===== config.mk =====
export PLATFORM = sky130hd
export DESIGN_NAME = countdown_sched
export DESIGN_NICKNAME = d
export VERILOG_FILES = /design/src/rtl/countdown_sched.sv
export SDC_FILE = /design/constraint.sdc
export NUM_CORES = 1
export LEC_CHECK = 0
export ABC_AREA = 1
export CAP_MARGIN = 25
export CORE_UTILIZATION = 30
export DETAILED_ROUTE_END_ITERATION = 16
export GPL_ROUTABILITY_DRIVEN = 0
export PLACE_DENSITY = 0.66
export SYNTH_ARGS = -nofsm -noshare
export SYNTH_HDL_FRONTEND = slang
export SYNTH_SLANG_ARGS = --single-unit
export TNS_END_PERCENT = 1

===== constraint.sdc =====
create_clock -name clk_i -period 2.1 [get_ports clk_i]
set_input_delay 0.63 -clock clk_i [delete_from_list [all_inputs] [get_ports clk_i]]
set_output_delay 0.63 -clock clk_i [all_outputs]
set_load 0.01 [all_outputs]

===== src/rtl/countdown_sched.sv =====
// countdown_sched: round-robin arbiter that lends one shared down-counter to NREQ requesters.
// The owner holds GNT from LOAD through FIN and gets a single DONE pulse when the count hits zero.
module countdown_sched #(
  parameter int NREQ = 4,
  parameter int W    = 4
) (
  input  logic              clk_i,
  input  logic              rst_i,
  input  logic [NREQ-1:0]   req_i,
  input  logic [NREQ*W-1:0] load_val_i,
  input  logic              cancel_i,
  output logic [NREQ-1:0]   gnt_o,
  output logic              busy_o,
  output logic [W-1:0]      cnt_o,
  output logic [NREQ-1:0]   done_o
);

  localparam int OW = (NREQ > 1) ? $clog2(NREQ) : 1;

  localparam logic [1:0] IDLE  = 2'd0;
  localparam logic [1:0] LOAD  = 2'd1;
  localparam logic [1:0] COUNT = 2'd2;
  localparam logic [1:0] FIN   = 2'd3;

  logic [1:0]      state_q, state_d;
  logic [OW-1:0]   owner_q, owner_d;
  logic [W-1:0]    cnt_q, cnt_d;
  logic [NREQ-1:0] gnt_q, gnt_d;
  logic [NREQ-1:0] done_q, done_d;
  logic            busy_q, busy_d;

  logic [OW-1:0]   pickIdx;
  logic [OW-1:0]   candIdx;
  logic            pickFound;
  logic [W-1:0]    loadSlice;

  // owner_q doubles as last_owner: the search starts just past it and wraps around.
  always_comb begin
    pickFound = 1'b0;
    pickIdx   = owner_q;
    candIdx   = owner_q;
    for (int k = 1; k <= NREQ; k++) begin
      candIdx = OW'((int'(owner_q) + k) % NREQ);
      if (!pickFound && req_i[candIdx]) begin
        pickFound = 1'b1;
        pickIdx   = candIdx;
      end
    end
  end

  always_comb begin
    loadSlice = '0;
    for (int i = 0; i < NREQ; i++) begin
      if (owner_q == OW'(i)) begin
        loadSlice = load_val_i[i*W +: W];
      end
    end
  end

  // Every output is computed one cycle ahead so it can be driven straight from a flop.
  always_comb begin
    state_d = state_q;
    owner_d = owner_q;
    cnt_d   = cnt_q;
    gnt_d   = gnt_q;
    done_d  = '0;
    case (state_q)
      IDLE: begin
        if (pickFound) begin
          state_d        = LOAD;
          owner_d        = pickIdx;
          gnt_d          = '0;
          gnt_d[pickIdx] = 1'b1;
        end
      end
      LOAD: begin
        if (cancel_i) begin
          state_d = IDLE;
          gnt_d   = '0;
        end else begin
          cnt_d   = loadSlice;
          state_d = COUNT;
        end
      end
      COUNT: begin
        if (cancel_i) begin
          state_d = IDLE;
          gnt_d   = '0;
        end else if (cnt_q == '0) begin
          state_d = FIN;
          done_d  = gnt_q;
        end else begin
          cnt_d = cnt_q - W'(1);
        end
      end
      default: begin
        state_d = IDLE;
        gnt_d   = '0;
      end
    endcase
    busy_d = (state_d != IDLE);
  end

  always_ff @(posedge clk_i) begin
    if (rst_i) begin
      state_q <= IDLE;
      owner_q <= OW'(NREQ - 1);
      cnt_q   <= '1;
      gnt_q   <= '0;
      done_q  <= '0;
      busy_q  <= 1'b0;
    end else begin
      state_q <= state_d;
      owner_q <= owner_d;
      cnt_q   <= cnt_d;
      gnt_q   <= gnt_d;
      done_q  <= done_d;
      busy_q  <= busy_d;
    end
  end

  assign gnt_o  = gnt_q;
  assign busy_o = busy_q;
  assign cnt_o  = cnt_q;
  assign done_o = done_q;

endmodule


### After elaboration in Yosys (flattened, before gate mapping)

Cells that the tools add are included.

* equal/unequal tests: 10
* mux-type cells: 34
* $lt $le $gt $ge: 6
* reductions and logical operators: 17
* bitwise operators: 2
* $add $sub $neg: 5

Operators by type and width (count)
* 2-to-1 mux 4 bit: 9
* 2-to-1 mux 2 bit: 8
* one-hot mux 4 bit (2 select lines): 2
* less-than comparator 2 x 3 -> 1 bit (second input constant): 5
* 2-to-1 mux 1 bit: 9
* binary-select mux 1 bit (select 2 bit): 4
* != test 2 bit (second input constant): 4
* == test 2 bit (second input constant): 3
* one-hot mux 2 bit (3 select lines): 1
* adder 2 x 1 -> 2 bit (second input constant): 2
* adder 2 bit (second input constant): 2
* == test 2 x 1 -> 1 bit (second input constant): 2
* logical AND 1 bit: 4
* logical NOT 2 bit: 2
* logical NOT 4 bit: 1
* AND reduction 2 bit: 2
* AND reduction 4 bit: 1
* nonzero test 2 bit: 2
* OR reduction 4 bit: 1
* subtractor 4 x 1 -> 4 bit (second input constant): 1
* logical NOT 1 bit: 3
* demux 1 bit (select 2 bit): 1
* >= comparator 2 x 1 -> 1 bit (second input constant): 1
* != test 2 x 1 -> 1 bit (second input constant): 1
* 2 further kinds: 3

* output and inout bits: 13
* bits of input ports: 23
* word-level logic and storage cells: 80
* register bits: 17

### Logic depth before layout (Yosys ltp)

Gate-level depths: netlist of run 1.

* depth after elaboration: 19
* depth in mapped cells: 13
* mapped depth without buffers: 12

### Least setup slack after synthesis of run 1

OpenSTA, ideal clock, no wires.

* path type: register to register
* from: register owner_q[0]
* to: register gnt_q[1], in the netlist gnt_o[1]
* setup slack: 0.320 ns
* data arrival time: 1.710 ns
* path buffers: 1
* data required time: 2.030 ns
* cell stages (with the launch flop): 13
* clock period less this slack: 1.780 ns
* cells stage by stage: dfxtp_1 -> buf_6 -> inv_8 -> ha_1 -> inv_2 -> nand3_2 -> nand2_4 -> inv_4 -> nand4_4 -> nand2_2 -> nor2_1 -> nand3_1 -> a21oi_1

* word-level cells in the longest chain between the ends: 19

RTL lines
* from (decl): RTL line 26 `logic [OW-1:0] owner_q, owner_d;`
* from (signal assigned): RTL line 107 `owner_q <= OW'(NREQ - 1);`
* from (signal assigned): RTL line 114 `owner_q <= owner_d;`
* adder 2 x 1 -> 2 bit: RTL line 43 `candIdx = OW'((int'(owner_q) + k) % NREQ);`
* binary-select mux 1 bit (select 2 bit): RTL line 44 `if (!pickFound && req_i[candIdx]) begin`
* 2-to-1 mux 1 bit (implied by the code): RTL line 44
* 2-to-1 mux 1 bit: RTL line 44
* logical NOT 1 bit: RTL line 44
* logical AND 1 bit: RTL line 44
* 2-to-1 mux 1 bit: RTL line 44
* logical NOT 1 bit: RTL line 44
* [... 3 more ...]
* logical AND 1 bit: RTL line 44
* 2-to-1 mux 2 bit: RTL line 44
* less-than comparator 2 x 3 -> 1 bit (implied by the code) or >= comparator 2 x 1 -> 1 bit (tied branches): RTL line 73 `gnt_d[pickIdx] = 1'b1;`
* logical AND 1 bit (implied by the code): RTL line 73
* 2-to-1 mux 1 bit (implied by the code): RTL line 73
* demux 1 bit (select 2 bit): RTL line 73
* 2-to-1 mux 4 bit: RTL line 69 `if (pickFound) begin`
* one-hot mux 4 bit (2 select lines): RTL line 67 `case (state_q)`
* to (signal assigned): RTL line 116 `gnt_q <= gnt_d;`
* to (decl): RTL line 28 `logic [NREQ-1:0] gnt_q, gnt_d;`

Several ways; a longest one is shown, not always the timed one. The select of a mux whose other input is x is not followed.
A chain may end at the register's enable or synchronous reset.

### Worst setup path after layout of run 1

* from: register owner_q[0]
* to: register gnt_q[3], in the netlist gnt_o[3]

Same word-level chain as after synthesis.

==> results of run 1 <==
[metal layers]
metal  share of wire [%]  vias to the layer above  wire length (um)  GRT usage [%]
li1                    -                      698                 -              -
met1                  48                      532              1300           16.6
met2                  48                       19              1280           23.1
met3                 2.5                        2                67           1.17
met4                 1.3                        0                34           6.25
met5                   0                        -                 0              0
[critical path, delay by kind of cell (launching register included)]
kind                     cells  cell delay (ps)
AND/OR/NAND/NOR              6              600
flip-flops                   1              430
adder cells (fa/ha/maj)      1              400
buffers and inverters        3              250
AO/OA/AOI/OAI                1              120
[placed cells by master, fill, tap and decap left out, types with 2 or more instances in the layout]
cell             instances
inv_2                    2
a21oi_1                 18
inv_1                   29
nand3_4                  2
clkbuf_8                 3
ha_1                     9
nand2_1                 43
o21ai_0                 13
buf_4                    5
nand2_4                  2
nor2_1                  14
o211ai_1                 4
dfxtp_1                 17
clkdlybuf4s50_1         35
nand2_2                  9
nand3_1                 14
nand3_2                  5
[where the power goes]
part	switching, mW	internal [mW]
combinational	0.819	0.564
sequential	0.0682	0.407
clock	0.108	0.131
[cell families after synthesis]
family                   share of synthesized area [%]
adder cells (fa/ha/maj)                           8.65
XOR/XNOR                                         0.673
AND/OR/NAND/NOR                                   37.8
flip-flops                                        26.2
buffers and inverters                             11.8
AO/OA/AOI/OAI                                     14.9
[worst paths after layout]
kind	to	depth (start not counted)	slack (ps)
worst max-delay path	gnt_o[3]	11	210
worst min-delay path	done_o[2]	2	440
worst max register to register	gnt_o[3]	11	210
worst min register to register	done_o[2]	2	440
[final cells by class]
type	count	area, um2
Fill cell	441	2310
Multi-Input combinational cell	139	807
Timing Repair Buffer	40	388
Sequential cell	17	340
Inverter	33	134
Tap cell	50	62.6
Clock buffer	3	41.3
Clock inverter	1	5.00
[per-stage QoR]
| step | util [%] | hold slack [ps] | TNS (ps) | cell area, um2 |
|---|---|---|---|---|
| floorplan | - | 465 | 0 | 1300 |
| global placement | 42.4 | 439 | -28.3 | 1730 |
| detailed placement | 42.4 | 436 | -101 | 1730 |
| CTS | 43.5 | 447 | 0 | 1780 |
| global route | 43.5 | 462 | 0 | 1780 |
| finish | 43.5 | 444 | 0 | 1780 |
[registers in the layout (all words and copies together), names as in the netlist]
| signal | count |
|---|---|
| state_q | 2 |
| cnt_o | 4 |
| owner_q | 2 |
| busy_o | 1 |
| done_o | 4 |
| gnt_o | 4 |
==> reports/summary.txt, run 1 <==
Synth Net Count -> 224
Worst-Skew Late Latency -> 250 ps
Syn. warnings -> 0
Clock Tree Buf Depth -> 2
mean area per synthesized cell -> 6.78 um2
first-pass GRT wire length -> 4790 um
number of global-route vias before repair -> 1176
fin cells -> 283
Post-synth EDFFs -> 0
count of cell types in the netlist -> 25
starting density of the core -> 31.8%
Post-synth top flop -> dfxtp_1
CTS buffer count -> 3
clk sinks -> 17
Die Area -> 0.00460 mm2
synthesized area -> 0.00130 mm2
Detail Route Antenna Nets -> 0
CP Data Required Time -> 2280 ps
r2r startpoint -> owner_q[0]
Slew Limit Fails -> 0
Max transition margin -> 81.7%
Core Rows -> 23
unrepaired setup endpoints after global routing -> false
Reg clk slew, reported paths -> 70 ps
GRT overflow -> 0
Post-synth top cells -> 43 x nand2_1, 29 x inv_1, 18 x a21oi_1
# DRC -> 0
Nets -> 266
CP Max Fanout -> 10
Peak VDD IR -> 0.570 mV
H-tree depth -> 1
Layout area overhead -> 36.6%
drt first pass iters -> 4
pre-CTS setup slack -> -36.5 ps
top cell type's share of synthesized area -> 26.2%
CTS resizes -> 0
clock skew -> 3.60 ps
DRT Wirelength -> 2680 um
CP Launch Type -> flip-flop
Static Leak -> 0.836 nW
CP Cell Sequence -> inv_8 > ha_1 > inv_2 > nand3_2 > nand2_4 > inv_4 > nand4_4 > nand2_2 > nor2_1 > nand3_1 > a21oi_1
dominant cells by area after synthesis -> dfxtp_1 26%, nand2_1 12%, ha_1 8.7%
largest net degree at the start of global routing -> 11
DP Cell Count -> 279
initial antenna violation count -> 0
share of synthesized registers carrying an async set or reset -> 0%
worst hold-check path type -> reg2reg
status -> finished clean
CTS tree -> built
diodes inserted -> 0
hpwl dp -> 2210 um
DIE WIDTH -> 67.9 um
layout cell share with drive strength beyond 1 -> 14.6%
Max Fclk -> 0.529 GHz
drt first-iter violations -> 45
Cells after Synth -> 192
Final Cycle Share -> 90.1%
P per Cell Area -> 1180 mW/mm2
GRT Overall Usage -> 13.4%
Worst EP arrival -> 2070 ps
most frequent cell after synthesis -> nand2_1
post-DR vias/cell -> 4.42
Yosys top cell by area -> dfxtp_1
CP startpoint -> owner_q[0]
vias -> 1251
max-cap violation count -> 0
slowest cell on the critical path -> dfxtp_1
fin crit period -> 1890 ps
CTS Hold Bufs -> 0
Placeable Area -> 0.00409 mm2
root buffer cell -> clkbuf_8
I/O pin total -> 36
Final Total Pwr -> 2.10 mW
hold_sp -> gnt_o[2]
worst-margin pin slew -> 275 ps
per-cell routed wire length -> 9.46 um
register area share after synthesis -> 26.2%
path type of the worst setup path -> reg2reg
Finish-stage setup viols -> 0
post-route setup slack -> 209 ps
register bit total from synthesis -> 17
post-CTS setup buffer count -> 0
Final Hold Viols -> 0
Die Y -> 67.9 um
crit end category -> flip-flop
Worst path max stage delay -> 430 ps
PortBufs -> 35
(Power assumes the default switching activity.)
==> run 2: changes to the inputs <==
Settings changed: RECOVER_POWER from default to 100.
==> run 2 against run 1 <==
Effect of this change: first-iteration DRC count grew 6.7%; wire length is essentially flat; die area is the same; sequential share of layout area grew 0.11 points; global-route usage is the same; final area shrank 0.56%.
==> reports/summary.txt, run 2 (synthesis gave the netlist of run 1 again) <==
P_int -> 1.07 mW (was 1.10 mW)
Worst path max stage delay -> 430 ps (about the same)
Slew Limit Fails -> 0 (unchanged)
hpwl dp -> 2210 um (unchanged)
Worst EP arrival -> 2080 ps (was 2070 ps)
initial antenna violation count -> 0 (unchanged)
P per Cell Area -> 1150 mW/mm2 (was 1180 mW/mm2)
commonest non-fill, non-tap cell in the layout -> nand2_1 (unchanged)
post-DR vias/cell -> 4.47 (was 4.42)
diodes inserted -> 0 (unchanged)
PortBufs -> 35 (unchanged)
hold_sp -> gnt_o[2] (unchanged)
drt first-iter violations -> 48 (was 45)
CP Data Required Time -> 2280 ps (about the same)
r2r startpoint -> owner_q[0] (unchanged)
CP startpoint -> owner_q[0] (unchanged)
vias -> 1265 (was 1251)
Critical R2R Capture -> gnt_o[0] (was gnt_o[3])
clk sinks -> 17 (unchanged)
Placeable Area -> 0.00409 mm2 (unchanged)
commonest cells after routing, fill and taps aside -> 44 x nand2_1, 29 x inv_1, 21 x clkdlybuf4s50_1 (was 43 x nand2_1, 35 x clkdlybuf4s50_1, 29 x inv_1)
clock share of power -> 11.7% (was 11.4%)
Die Area -> 0.00460 mm2 (unchanged)
CTS tree -> built (unchanged)
worst-margin pin slew -> 274 ps (was 275 ps)
Sequential Power Share -> 23.1% (was 22.6%)
CP Launch Type -> flip-flop (unchanged)
post-CTS setup buffer count -> 0 (unchanged)
GRT Overall Usage -> 13.4% (unchanged)
Clock Tree Buf Depth -> 2 (unchanged)
Core Rows -> 23 (unchanged)
Final Cycle Share -> 90.5% (was 90.1%)
Finished Cell Area -> 0.00177 mm2 (was 0.00178 mm2)
Post-Route Utilization -> 43.3% (was 43.5%)
Finish-stage setup viols -> 0 (unchanged)
max-cap violation count -> 0 (unchanged)
clock skew -> 4.13 ps (was 3.60 ps)
Peak VDD IR -> 0.536 mV (was 0.570 mV)
Max Fclk -> 0.526 GHz (was 0.529 GHz)
combinational power share -> 65.2% (was 66.0%)
largest net degree at the start of global routing -> 11 (unchanged)
I/O pin total -> 36 (unchanged)
Detail Route Antenna Nets -> 0 (unchanged)
Static Leak -> 0.855 nW (was 0.836 nW)
CTS Hold Bufs -> 0 (unchanged)
path type of the worst setup path -> reg2reg (unchanged)
H-tree depth -> 1 (unchanged)
crit end category -> flip-flop (unchanged)
reg2reg setup slack -> 200 ps (was 210 ps)
status -> finished clean (unchanged)
Max transition margin -> 81.7% (about the same)
sw frac -> 47.6% (was 47.4%)
WHS Path Cells -> 2 (unchanged)
Final Hold Viols -> 0 (unchanged)
fin crit period -> 1900 ps (was 1890 ps)
Psw -> 0.972 mW (was 0.995 mW)
number of global-route vias before repair -> 1176 (unchanged)
Placed Area -> 0.00173 mm2 (unchanged)
DIE WIDTH -> 67.9 um (unchanged)
Worst-Skew Late Latency -> 250 ps (about the same)
Worst Hold End -> done_o[2] (unchanged)
per-cell routed wire length -> 9.46 um (about the same)
# DRC -> 0 (unchanged)
CTS buffer count -> 3 (unchanged)
Die Y -> 67.9 um (unchanged)
drt first pass iters -> 4 (unchanged)
Layout area overhead -> 35.9% (was 36.6%)
Worst R2R Path Depth -> 12 (was 11)
CTS resizes -> 0 (unchanged)
root buffer cell -> clkbuf_8 (unchanged)
GRT overflow -> 0 (unchanged)
CP Cell Sequence -> inv_8 > ha_1 > inv_2 > nand3_2 > nand2_4 > inv_4 > nand3_2 > nand2_1 > nand2_2 > nor2_1 > nand2_1 > a21oi_1 (was inv_8 > ha_1 > inv_2 > nand3_2 > nand2_4 > inv_4 > nand4_4 > nand2_2 > nor2_1 > nand3_1 > a21oi_1)
layout cell share with drive strength beyond 1 -> 14.2% (was 14.6%)
worst hold-check path type -> reg2reg (unchanged)
starting density of the core -> 31.8% (unchanged)
first-pass GRT wire length -> 4790 um (unchanged)
Reg clk slew, reported paths -> 70 ps (about the same)
Nets -> 266 (unchanged)
DRT Wirelength -> 2680 um (about the same)
CP Max Fanout -> 10 (unchanged)
slowest cell on the critical path -> dfxtp_1 (unchanged)
Fillers -> 443 (was 441)
unrepaired setup endpoints after global routing -> false (unchanged)
run 2: cell types whose count changed in the layout (fill, tap and decap cells not counted), sizes merged:
cell	before	now
dlygate4sd3	0	14
clkdlybuf4s50	35	21
run 2: power by group through the flow:
| stage | Clock [mW] | Sequential, mW | Combinational [mW] |
|---|---|---|---|
| 6_report | 0.239 | 0.472 | 1.33 |
| 5_1_grt | 0.264 | 0.483 | 1.53 |
| 4_1_cts | 0.248 | 0.476 | 1.40 |
| 3_5_place_dp | 0 | 0.482 | 1.39 |
| 3_3_place_gp | 0 | 0.482 | 1.39 |
| 2_1_floorplan | 0 | 0.502 | 1.01 |
run 2: per-layer routing:
metal  track usage [%]  up-vias  part of all wire, %
met5                 0        -                    0
met4              6.25        0                  1.3
met3              1.17        2                  2.5
met2              23.1       19                   48
met1              16.6      544                   48
li1                  -      700                    -
run 2: critical path: cells and delay by family, from the launching register on:
| family | cells | cell delay (ps) |
|---|---|---|
| AO/OA/AOI/OAI | 1 | 110 |
| adder cells (fa/ha/maj) | 1 | 420 |
| buffers and inverters | 3 | 240 |
| AND/OR/NAND/NOR | 7 | 620 |
| flip-flops | 1 | 430 |
run 2: area by class of cell:
class                           count  area [um2]  area share [%]
Clock buffer                        3        41.3            2.34
Timing Repair Buffer               40         388            21.9
Tap cell                           50        62.6            3.54
Multi-Input combinational cell    139         797            45.1
Sequential cell                    17         340            19.2
Inverter                           33         134            7.57
Clock inverter                      1        5.00           0.283
run 2: worst max path at each step:
| stage | to | slack [ps] | depth (start not counted) |
|---|---|---|---|
| 6_report | gnt_o[0] | 200 | 12 |
| 5_1_grt | gnt_o[0] | 20 | 12 |
| 4_1_cts | gnt_o[1] | 200 | 10 |
| 3_5_place_dp | gnt_o[3] | -40 | 11 |
| 3_3_place_gp | gnt_o[3] | -20 | 11 |
| 2_1_floorplan | gnt_o[1] | 320 | 12 |
run 2: per-stage QoR:
stage	setup WS (ps)	std cells	hold WS [ps]	setup TNS [ps]	total power, mW
global route	15.8	283	459	0	2.28
detailed placement	-36.5	279	436	-101	1.88
finish	198	283	439	0	2.04
global placement	-18.2	279	439	-28.3	1.87
floorplan	320	192	465	0	1.52
CTS	199	283	447	0	2.12
